[config.mk]
export PLATFORM = sky130hd
export DESIGN_NAME = eth_tx_sched
export DESIGN_NICKNAME = d
export VERILOG_FILES = /design/src/rtl/eth_tx_sched.sv
export SDC_FILE = /design/constraint.sdc
export NUM_CORES = 1
export LEC_CHECK = 0
export BUFFER_PORTS_ARGS = -buffer_cell sky130_fd_sc_hd__buf_4
export CORE_ASPECT_RATIO = 0.5
export CORE_MARGIN = 4
export CORE_UTILIZATION = 50
export DETAILED_ROUTE_END_ITERATION = 10
export HOLD_SLACK_MARGIN = 0.15
export PLACE_DENSITY = 0.85
export SYNTH_ARGS = -nofsm -noshare
export SYNTH_HDL_FRONTEND = slang
export SYNTH_SLANG_ARGS = --single-unit
[constraint.sdc]
create_clock -name i_clk -period 2.54 [get_ports i_clk]
set_clock_uncertainty 0.15 [all_clocks]
set_input_delay 0.381 -clock i_clk [delete_from_list [all_inputs] [get_ports i_clk]]
set_output_delay 0.381 -clock i_clk [all_outputs]
set_load 0.05 [all_outputs]
[src/rtl/eth_tx_sched.sv]
// eth_tx_sched: two-source round-robin transmit scheduler feeding the MAC
// transmit port. Builds the 14-byte Ethernet header, streams the granted
// channel's payload, zero-pads to the 60-byte minimum, then holds the MAC
// trigger until the MAC reports completion and enforces an inter-frame gap.
module eth_tx_sched #(
  parameter logic [47:0] DST_MAC    = 48'hFFFF_FFFF_FFFF,
  parameter logic [47:0] SRC_MAC    = 48'h0010_2030_4050,
  parameter logic [15:0] ETYPE0     = 16'h88B5,
  parameter logic [15:0] ETYPE1     = 16'h88B6,
  parameter int          IFG_CYCLES = 12
) (
  input  logic        i_clk,
  input  logic        i_rst_n,
  input  logic        i_ch0_req,
  input  logic [10:0] i_ch0_len,
  input  logic [7:0]  i_ch0_data,
  output logic        o_ch0_rd,
  output logic        o_ch0_done,
  input  logic        i_ch1_req,
  input  logic [10:0] i_ch1_len,
  input  logic [7:0]  i_ch1_data,
  output logic        o_ch1_rd,
  output logic        o_ch1_done,
  output logic        o_mac_trig,
  output logic [7:0]  o_mac_data,
  output logic        o_mac_last,
  input  logic        i_mac_tx_over,
  output logic        o_busy,
  output logic [15:0] o_frame_cnt
);

  typedef enum logic [2:0] {
    S_IDLE    = 3'd0,
    S_HDR     = 3'd1,
    S_PAYLOAD = 3'd2,
    S_PAD     = 3'd3,
    S_WAIT    = 3'd4,
    S_IFG     = 3'd5
  } state_t;

  state_t      state;
  logic [10:0] cnt;        // byte index within the current section, or IFG count
  logic [10:0] len;        // clamped payload length of the frame in flight
  logic [15:0] etype;      // EtherType of the frame in flight
  logic        gnt;        // channel currently granted
  logic        ptr;        // channel favoured when both request
  logic        sel;
  logic [10:0] sel_len;
  logic [10:0] clamp_len;

  // Header byte for position idx (0..13): destination, source, EtherType.
  function automatic logic [7:0] hdr_byte(input logic [10:0] idx, input logic [15:0] et);
    logic [7:0] b;
    case (idx)
      11'd0:   b = DST_MAC[47:40];
      11'd1:   b = DST_MAC[39:32];
      11'd2:   b = DST_MAC[31:24];
      11'd3:   b = DST_MAC[23:16];
      11'd4:   b = DST_MAC[15:8];
      11'd5:   b = DST_MAC[7:0];
      11'd6:   b = SRC_MAC[47:40];
      11'd7:   b = SRC_MAC[39:32];
      11'd8:   b = SRC_MAC[31:24];
      11'd9:   b = SRC_MAC[23:16];
      11'd10:  b = SRC_MAC[15:8];
      11'd11:  b = SRC_MAC[7:0];
      11'd12:  b = et[15:8];
      11'd13:  b = et[7:0];
      default: b = 8'h00;
    endcase
    return b;
  endfunction

  // Round-robin choice between requesters and payload length clamp to 1500.
  always_comb begin
    sel = 1'b0;
    if (i_ch0_req && i_ch1_req) begin
      sel = ptr;
    end else if (i_ch1_req) begin
      sel = 1'b1;
    end else begin
      sel = 1'b0;
    end
    sel_len = sel ? i_ch1_len : i_ch0_len;
    if (sel_len > 11'd1500) begin
      clamp_len = 11'd1500;
    end else begin
      clamp_len = sel_len;
    end
  end

  // Frame FSM; every output is registered here so the MAC sees clean levels.
  always_ff @(posedge i_clk or negedge i_rst_n) begin
    if (!i_rst_n) begin
      state       <= S_IDLE;
      cnt         <= 11'd0;
      len         <= 11'd0;
      etype       <= 16'h0000;
      gnt         <= 1'b0;
      ptr         <= 1'b0;
      o_ch0_rd    <= 1'b0;
      o_ch1_rd    <= 1'b0;
      o_ch0_done  <= 1'b0;
      o_ch1_done  <= 1'b0;
      o_mac_trig  <= 1'b0;
      o_mac_data  <= 8'h00;
      o_mac_last  <= 1'b0;
      o_busy      <= 1'b0;
      o_frame_cnt <= 16'd0;
    end else begin
      o_ch0_rd   <= 1'b0;
      o_ch1_rd   <= 1'b0;
      o_ch0_done <= 1'b0;
      o_ch1_done <= 1'b0;
      o_mac_last <= 1'b0;
      case (state)
        S_IDLE: begin
          if (i_ch0_req || i_ch1_req) begin
            gnt        <= sel;
            ptr        <= ~sel;
            len        <= clamp_len;
            etype      <= sel ? ETYPE1 : ETYPE0;
            cnt        <= 11'd0;
            o_mac_trig <= 1'b1;
            o_busy     <= 1'b1;
            state      <= S_HDR;
          end
        end
        S_HDR: begin
          o_mac_data <= hdr_byte(cnt, etype);
          if (cnt == 11'd13) begin
            cnt <= 11'd0;
            if (len == 11'd0) begin
              state <= S_PAD;
            end else begin
              // rd is registered, so it is raised one cycle ahead of the capture.
              o_ch0_rd <= ~gnt;
              o_ch1_rd <= gnt;
              state    <= S_PAYLOAD;
            end
          end else begin
            cnt <= cnt + 11'd1;
          end
        end
        S_PAYLOAD: begin
          o_mac_data <= gnt ? i_ch1_data : i_ch0_data;
          if (cnt == len - 11'd1) begin
            // cnt continues from L so PAD can stop at the fixed index 45.
            cnt <= cnt + 11'd1;
            if (len < 11'd46) begin
              state <= S_PAD;
            end else begin
              o_mac_last <= 1'b1;
              state      <= S_WAIT;
            end
          end else begin
            cnt      <= cnt + 11'd1;
            o_ch0_rd <= ~gnt;
            o_ch1_rd <= gnt;
          end
        end
        S_PAD: begin
          o_mac_data <= 8'h00;
          if (cnt == 11'd45) begin
            o_mac_last <= 1'b1;
            state      <= S_WAIT;
          end else begin
            cnt <= cnt + 11'd1;
          end
        end
        S_WAIT: begin
          if (i_mac_tx_over) begin
            o_mac_trig  <= 1'b0;
            o_ch0_done  <= ~gnt;
            o_ch1_done  <= gnt;
            o_frame_cnt <= o_frame_cnt + 16'd1;
            cnt         <= 11'd0;
            state       <= S_IFG;
          end
        end
        S_IFG: begin
          if (cnt == 11'(IFG_CYCLES - 1)) begin
            o_busy <= 1'b0;
            cnt    <= 11'd0;
            state  <= S_IDLE;
          end else begin
            cnt <= cnt + 11'd1;
          end
        end
        default: begin
          state <= S_IDLE;
        end
      endcase
    end
  end

endmodule
# == Word level (Yosys, flattened, before mapping) ==
# Index checks and enable logic that the tools add are counted.
# Widths: inputs -> output; s select.
# word_totals
regBits,74
latch_bits,0
mem_bits_rw,0
mem_bits_ro,0
input_bits,43
out_inout_bits,31
wordCells,108
mem_count,0
# classes
add_sub_neg,3
n_mul,0
div_mod_pow,0
order_cmp,2
eq_ne,26
shift,0
mux,44
n_bitwise,2
reduce_logical,16
# ops
op,count
$mux 11,7
$eq 11x4->1 const B,6
$pmux 11 s6,1
$pmux 8 s8,1
$eq 11x3->1 const B,3
$pmux 8 s3,1
$eq 11x2->1 const B,2
$logic_not 11->1,2
$mux 3,7
$mux 1,19
$pmux 3 s6,1
$add 16x1->16 const B,1
$ne 2x2->1 const B,7
$add 11x1->11 const B,1
$eq 11x1->1 const B,1
$eq 11x11->1,1
$eq 11x6->1 const B,1
$gt 11x11->1 const B,1
$lt 11x6->1 const B,1
$sub 11x1->11 const B,1
$pmux 1 s2,5
$mux 8,1
$eq 3x2->1 const B,2
$eq 3x3->1 const B,2
other kinds (14),18

# == Logic depth before layout (Yosys ltp) ==
# Gate-level depths: netlist of run 1.
# logic_depth
depth_word,5
ltp_mapped,9
ltp_nobuf,8

# == Least setup slack after synthesis of run 1 ==
# No wires, ideal clock.
# synth_timing
kind,flip-flop to flip-flop
start,register len[2]
end,register state[2]
setup_ns,0.066
arrival_time_ns,1.965
t_required_ns,2.324
setup_slack_ns,0.359
stages_incl_launch_ff,8
n_path_buf,1
synth_period_minus_slack_ns,2.181
cell_sequence,dfrtp_1 buf_6 or3_1 nor3_1 xnor2_1 o2111ai_1 or4_1 nand2_1
# synth_between
elab_chain_len,4
word_cells_on_any_way,8
cone_classes,add/sub (1); order compare (1); eq/ne (2); mux (3); reduce/logical (1)
# synth_lines
item,line_no,source
start: declaration,43,logic [10:0] len;
start signal: assignment,121,len <= clamp_len;
$sub 11x1->11 or $lt 11x6->1 (tied branches),"147, 150",
$eq 11x11->1 or $mux 3 (tied branches),"147, 150",
$ne 2x2->1 (no source line) or $mux 3 (tied branches),n/a,
$reduce_and 6->1 (no source line) or $pmux 3 s6 (tied branches),n/a,
end signal: assignment,151,state <= S_PAD;
end signal: assignment,154,state <= S_WAIT;
end signal: assignment,166,state <= S_WAIT;
end: declaration,41,state_t state;
# Several ways; a longest one is shown, not always the timed one. The select of a mux whose other input is x is not followed.
# A chain may end at the register's enable or synchronous reset.

# == Final worst setup path of run 1 ==
# layout_timing
start,register cnt[1]
end,register cnt[1]
# layout_between
elab_chain_len,3
word_cells_on_any_way,10
cone_classes,add/sub (1); eq/ne (4); mux (4); reduce/logical (1)
# layout_lines
item,line_no,source
start: declaration,42,logic [10:0] cnt;
start signal: assignment,142,cnt <= cnt + 11'd1;
start signal: assignment,149,cnt <= cnt + 11'd1;
start signal: assignment,157,cnt <= cnt + 11'd1;
"$add 11x1->11, or another cell as far along",n/a,
"$mux 11, or another cell as far along",182,if (cnt == 11'(IFG_CYCLES - 1)) begin
$pmux 11 s6 or $reduce_and 4->1 (tied branches),n/a,
# Several ways; a longest one is shown, not always the timed one. The select of a mux whose other input is x is not followed.

==> summary.txt, run 1 <==
Power
  – Leak: 2.16 nW
  – Cell Pwr Density: 1130 nW/um^2
  – VDD IR max: 0.536 mV
  – Tot Pwr: about 5.3 mW

Layout
  – Multi-input gate area: 2040 sq um
  – Diode count: 0
  – Area Growth Syn to Fin: 28.2%
  – # fillers: around 530
  – Final core utilization: between 60% and 70%
  – Layout Cells excl Fill: 571
  – Layout cells sized above 1: around a quarter
  – Net count, final: 523
  – Final Cell Area: 4680 sq um
  – Storage cell area: 1480 sq um

Global route
  – Met3 Usage GRT: between 4 and 5%
  – Initial antenna violation count: 0
  – Pin count of the biggest net entering global routing: 60
  – First-pass GRT wire length: 15800 microns
  – GRT Max-Usage Layer: met2
  – Vias in the first global route: 3267
  – Total track usage: a little under a quarter
  – Total gr overflow: 0
  – Met2 GRT Util: 39.9%
  – Grt met1 use: 29.1%

Drt
  – Via count: 3421
  – Via density: 5.99
  – Drt initial violations: slightly below 300
  – Detail Route Antenna Nets: 0
  – DR WL/cell: 17.3 microns
  – Routed WL: 9850 microns
  – # DRC: 0
  – 1st-pass router iterations: 5

Timing
  – Setup_tns: 0 ns
  – Final Hold Vio Count: 0
  – Worst hold slack: 0.254 ns
  – Post-route minimum period: 2.42 ns
  – Fmax: 0.413 GHz
  – Max-slew violation count: 0
  – Worst relative slew slack: between 50 and 60%
  – RSZ-0062 raised after global routing: no
  – Setup ws final: 0.119 ns
  – Final number of setup-violating endpoints: 0
  – Post-route clock period utilization: 95.3%
  – Worst slew pin tran: 0.740 ns

Floorplan
  – Io pins: 74
  – Die Span X: 129 microns
  – Vert. Die Dim: 68.4 microns
  – Die area: 8820 sq um
  – Core ar.: 6880 sq um
  – Initial core utilization: 53.1%
  – Cell Rows: 21

Setup path
  – Crit-path cells: ha_1 > nand2_1 > o21ai_0 > a31o_1 > nand2_2 > a22o_1
  – Slowest-stage cell, CP: dfrtp_1
  – Slowest stage delay, CP: 0.53 ns
  – CP max FO: 10
  – Setup crit end kind: flop
  – Buf/Inv on CP: 0
  – Worst path required time: 2.60 ns
  – Worst Path Arrival: 2.48 ns
  – Kind of critical path: reg2reg
  – Delay-heaviest family, CP: compound AO/OA/AOI/OAI gates
  – Crit path launch type: flop

Yosys
  – Avg Cell Area, Syn: 9.16 sq um
  – Sequential cell area fraction in the yosys report: approximately two fifths
  – Synth Register Bits: 59
  – Post-synthesis cell type count: 61
  – Number of enable flip-flop cells after synthesis: 0
  – Syn_nets: 448
  – Mapped cell area: about 3700 sq um
  – Synth async-reset ratio: 100%
  – Share of the synthesized area in the top cell type: 40.4%
  – Main synth FF type: dfrtp_1
  – Ys Warns: 0
  – Area leader, netlist: dfrtp_1
  – Synth area leaders: dfrtp_1, mux2i_1, xnor2_1, nand2_1, nor2_1
  – Syn Inst Count: 399

CTS
  – Postcts setup bufs: 0
  – Number of clock sinks: between 50 and 60
  – Clk buf depth: 2
  – CTS Buf Count: 9
  – Root buf cell: clkbuf_16
  – Worst-Skew Late Latency: 0.33 ns
  – CTS tree: built
  – Htree depth: 3
  – Clock transition at path regs: 0.05 ns

Placed design
  – IO buf count: between 70 and 80
  – GP Congestion: 0.940
  – Setup slack at placement: a little over 0.1 ns
  – Placed insts: 554
  – Area post-placement: 4320 sq um
  – Hpwl dp: 7110 microns

Flow run
  – Maxcap violations: 0

Worst hold path
  – Min-Delay Path Class: in2reg

Outcome
  – Outcome: complete, no violations
## cells in the mapped netlist, types with 4 or more instances
cell / instances
xnor2_1: 21
ha_1: 6
o21a_1: 5
a31oi_1: 4
and3_1: 11
nor2b_1: 8
nor2_1: 34
a211o_1: 6
o22a_1: 4
o21ai_1: 15
nand2b_1: 5
nand3_1: 13
nand2_1: 44
buf_2: 5
o21ai_0: 8
a21oi_1: 17
inv_1: 8
clkbuf_1: 18
xor2_1: 8
nor3_1: 10
nand4b_1: 4
mux2i_1: 19
nand4_1: 8
dfrtp_1: 59
## cell usage in the layout, fill, tap and decap left out, types with 9 or more instances in the layout
cell	netlist	final
and3_1	11	11
a21oi_1	17	17
mux2i_1	19	19
dfrtp_1	59	59
nand3_1	13	13
buf_4	1	88
nand2_1	44	44
nor2_1	34	34
o21ai_1	15	15
clkbuf_16	0	9
xnor2_1	21	21
nor3_1	10	10
## worst min-delay path: cells and delay by family
| family | cells | cell delay, ns |
|---|---|---|
| muxes | 1 | 0.07 |
| AOI/OAI and AO/OA | 1 | 0.16 |
| buffers and inverters | 1 | 0.08 |
## area by class of cell
| class | count | share of cell area (%) |
|---|---|---|
| Sequential cell | 59 | 31.5 |
| Clock buffer | 10 | 5.10 |
| Inverter | 9 | 0.721 |
| Clock inverter | 6 | 2.38 |
| Multi-Input combinational cell | 306 | 43.5 |
| Tap cell | 92 | 2.46 |
| Timing Repair Buffer | 89 | 14.3 |
## kinds of logic after synthesis
group,synth area share (%)
buffers and inverters,3.97
adders and majority gates,2.05
AOI/OAI and AO/OA,18.5
and+or+nand+nor,22.9
DFF,40.4
xor gates and xnor gates,6.95
muxes,5.21
## worst paths after layout
kind	slack, ns	cells past startpoint	start	to
worst max register to register	0.12	6	cnt[1]	cnt[1]
worst min-delay path	0.25	3	i_ch0_data[6]	o_mac_data[6]
max in group asynchronous	1.24	2	i_rst_n	o_frame_cnt[13]
min in group asynchronous	0.51	2	i_rst_n	cnt[9]
worst min register to register	0.32	1	o_frame_cnt[15]	o_frame_cnt[15]
worst max-delay path	0.12	6	cnt[1]	cnt[1]
## per-layer routing
| layer | up-vias | part of all wire (%) |
|---|---|---|
| met5 | - | 0 |
| met1 | 1624 | 44 |
| met2 | 179 | 47 |
| met3 | 21 | 7.9 |
| li1 | 1597 | - |
| met4 | 0 | 1.4 |
## power by group
group | internal, mW | leakage, nW | switching [mW]
sequential | 1.19 | 0.746 | 0.405
combinational | 0.927 | 1.24 | 1.33
clock | 0.985 | 0.169 | 0.432
total | 3.10 | 2.16 | 2.17
## registers in the layout (all words and copies together), names as in the netlist
| register | flops |
|---|---|
| o_frame_cnt | 16 |
| cnt | 11 |
| len | 11 |
| o_mac_data | 8 |
| etype | 3 |
| state | 3 |
| o_busy | 1 |
| o_ch0_done | 1 |
| o_ch0_rd | 1 |
| o_ch1_done | 1 |
| o_ch1_rd | 1 |
| o_mac_last | 1 |
| o_mac_trig | 1 |
## what timing repair did
action | in CTS | in global routing
endpoints found under the setup margin | 0 | 3
hold endpoints to repair | 59 | 0
gates resized for setup | 0 | 2
hold buffers | 1 | 0
Power figures use the tool's default switching activity.
==> inputs of run 2 (changes only) <==
--- a/config.mk
+++ b/config.mk
@@ -11,7 +11,8 @@
 export CORE_UTILIZATION = 50
 export DETAILED_ROUTE_END_ITERATION = 10
 export HOLD_SLACK_MARGIN = 0.15
-export PLACE_DENSITY = 0.85
+export PLACE_DENSITY = 0.71
+export SKIP_CTS_REPAIR_TIMING = 1
 export SYNTH_ARGS = -nofsm -noshare
 export SYNTH_HDL_FRONTEND = slang
 export SYNTH_SLANG_ARGS = --single-unit
==> constraint.sdc (replaced) <==
create_clock -name i_clk -period 2.54 [get_ports i_clk]
set_clock_uncertainty 0.15 [all_clocks]
set_input_delay 0.381 -clock i_clk [delete_from_list [all_inputs] [get_ports i_clk]]
set_output_delay 0.381 -clock i_clk [all_outputs]
set_load 0.005 [all_outputs]
==> run 2 against run 1 <==
Cell count increased by 0.35%. Non-clock buffer count is 2 higher. Critical path depth unchanged. Via count decreased by 2.8%. Largest cell class unchanged. Largest power group unchanged.
==> summary.txt, run 2 (synthesized netlist as in run 1, its figures left out) <==
Drt
  – DR WL/cell: 16.9 microns (was 17.3 microns)
  – Routed WL: 9660 microns (was 9850 microns)
  – Detail Route Antenna Nets: 0 (unchanged)
  – DR top layer: met4 (unchanged)
  – Via density: 5.80 (was 5.99)
  – Via count: 3326 (was 3421)
  – M1 WL: 4480 microns (was 4290 microns)
  – Routed wl met2: 4360 microns (was 4650 microns)
  – # DRC: 0 (unchanged)
  – Met3 wire len: 706 microns (was 775 microns)
  – Drt initial violations: 214 (was 295)
  – 1st-pass router iterations: 5 (unchanged)

Floorplan
  – Io pins: 74 (unchanged)
  – Die Span X: 129 microns (unchanged)
  – Cell Rows: 21 (unchanged)
  – Vert. Die Dim: 68.4 microns (unchanged)
  – Initial core utilization: 53.1% (unchanged)
  – Die area: 8820 sq um (unchanged)
  – Core ar.: 6880 sq um (unchanged)

Global route
  – Pin count of the biggest net entering global routing: 60 (unchanged)
  – Total gr overflow: 0 (unchanged)
  – Initial antenna violation count: 0 (unchanged)
  – Vias in the first global route: 3201 (was 3267)
  – First-pass GRT wire length: 16200 microns (was 15800 microns)
  – Total track usage: 23.7% (was 22.9%)

Setup path
  – Setup crit end kind: flop (unchanged)
  – Worst Path Arrival: 2.57 ns (was 2.48 ns)
  – Worst path required time: 2.66 ns (was 2.60 ns)
  – Launch point of the worst reg-to-reg path: len[0] (was cnt[1])
  – Kind of critical path: reg2reg (unchanged)
  – Crit path launch type: flop (unchanged)
  – Setup crit start: len[0] (was cnt[1])
  – CP max FO: 8 (was 10)

Timing
  – Worst relative slew slack: 48.6% (was 50.7%)
  – Post-route minimum period: 2.45 ns (was 2.42 ns)
  – RSZ-0062 raised after global routing: no (unchanged)
  – Max-slew violation count: 0 (unchanged)
  – Final number of setup-violating endpoints: 0 (unchanged)
  – Fmax: 0.408 GHz (was 0.413 GHz)
  – Setup_tns: 0 ns (unchanged)
  – Post-route clock period utilization: 96.6% (was 95.3%)
  – Worst slew pin tran: 0.770 ns (was 0.740 ns)
  – Final Hold Vio Count: 0 (unchanged)

Layout
  – Top flop regs: o_frame_cnt x16, cnt x11, len x11 (unchanged)
  – Area Growth Syn to Fin: 27.4% (was 28.2%)
  – Commonest non-fill, non-tap cell in the layout: buf_4 (unchanged)
  – Diode count: 0 (unchanged)
  – Most frequent cells in the layout: buf_4, dfrtp_1, nand2_1, nor2_1, xnor2_1 (unchanged)
  – Net count, final: 525 (was 523)
  – Max reg flops: 16 (unchanged)
  – Top reg by flops: o_frame_cnt (unchanged)
  – Layout cells sized above 1: 24.3% (was 24.2%)

CTS
  – Clk buf depth: 2 (unchanged)
  – Worst-Skew Late Latency: 0.33 ns (about the same)
  – Htree depth: 3 (unchanged)
  – Root buf cell: clkbuf_16 (unchanged)
  – Number of clock sinks: 59 (unchanged)
  – Clock transition at path regs: 0.05 ns (about the same)
  – CTS tree: built (unchanged)
  – CTS Buf Count: 9 (unchanged)

Power
  – VDD IR max: 0.542 mV (was 0.536 mV)
  – Tot Pwr: 4.69 mW (was 5.27 mW)
  – Leak: 2.16 nW (about the same)
  – Cell Pwr Density: 1010 nW/um^2 (was 1130 nW/um^2)

Worst hold path
  – HP Start: i_ch1_len[7] (was i_ch0_data[6])
  – Min-Delay Path Class: in2reg (unchanged)

Placed design
  – IO buf count: 73 (unchanged)
  – Hpwl dp: 7240 microns (was 7110 microns)
  – GP Congestion: 0.911 (was 0.940)

Outcome
  – Outcome: complete, no violations (unchanged)

Flow run
  – Maxcap violations: 0 (unchanged)
-- run 2: cell type report --
class	count	area, sq um
fill	571	2230
multi-input combinational	306	2050
sequential	59	1480
timing repair buffer	91	686
clock buffer	11	243
tap	92	115
clock inverter	5	52.6
inverter	9	33.8
-- run 2: final timing paths --
kind                                    to  slack, ns  cells past startpoint
min in group asynchronous   o_frame_cnt[6]       0.51                      2
min                                 len[7]       0.25                      4
max                               state[2]       0.09                      6
max in group asynchronous           len[2]       1.20                      2
max reg2reg                       state[2]       0.09                      6
min reg2reg                o_frame_cnt[15]       0.32                      1
-- run 2: per-stage QoR --
| stage | setup slack, ns | hold slack (ns) | util (%) | cell area (sq um) | std cells |
|---|---|---|---|---|---|
| after floorplan | 0.359 | -0.0646 | - | 3650 | 399 |
| after global placement | 0.189 | 0.313 | 62.9 | 4330 | 556 |
| after detailed placement | 0.119 | 0.316 | 62.9 | 4330 | 556 |
| after CTS | 0.110 | -0.00284 | 67.2 | 4630 | 572 |
| after global routing | 0.00523 | 0.269 | 67.6 | 4650 | 573 |
| final | 0.0866 | 0.248 | 67.6 | 4650 | 573 |
-- run 2: worst max-delay path, cell delays in order, from the launching register on --
cell and delay (ns):
dfrtp_1 0.49, inv_1 0.08, ha_1 0.30, o311ai_0 0.44, o2111ai_2 0.28, or4_1 0.58
nand2_1 0.08
-- run 2: routing by layer --
| layer | track usage (%) | up-vias |
|---|---|---|
| met5 | 0 | - |
| met4 | 8.51 | 0 |
| met3 | 6.08 | 13 |
| met2 | 37.0 | 118 |
| met1 | 32.3 | 1598 |
| li1 | - | 1597 |
-- run 2: report_power, final --
group	switching, mW	internal [mW]
sequential	0.413	1.19
combinational	0.976	0.917
clock	0.415	0.779
total	1.80	2.89
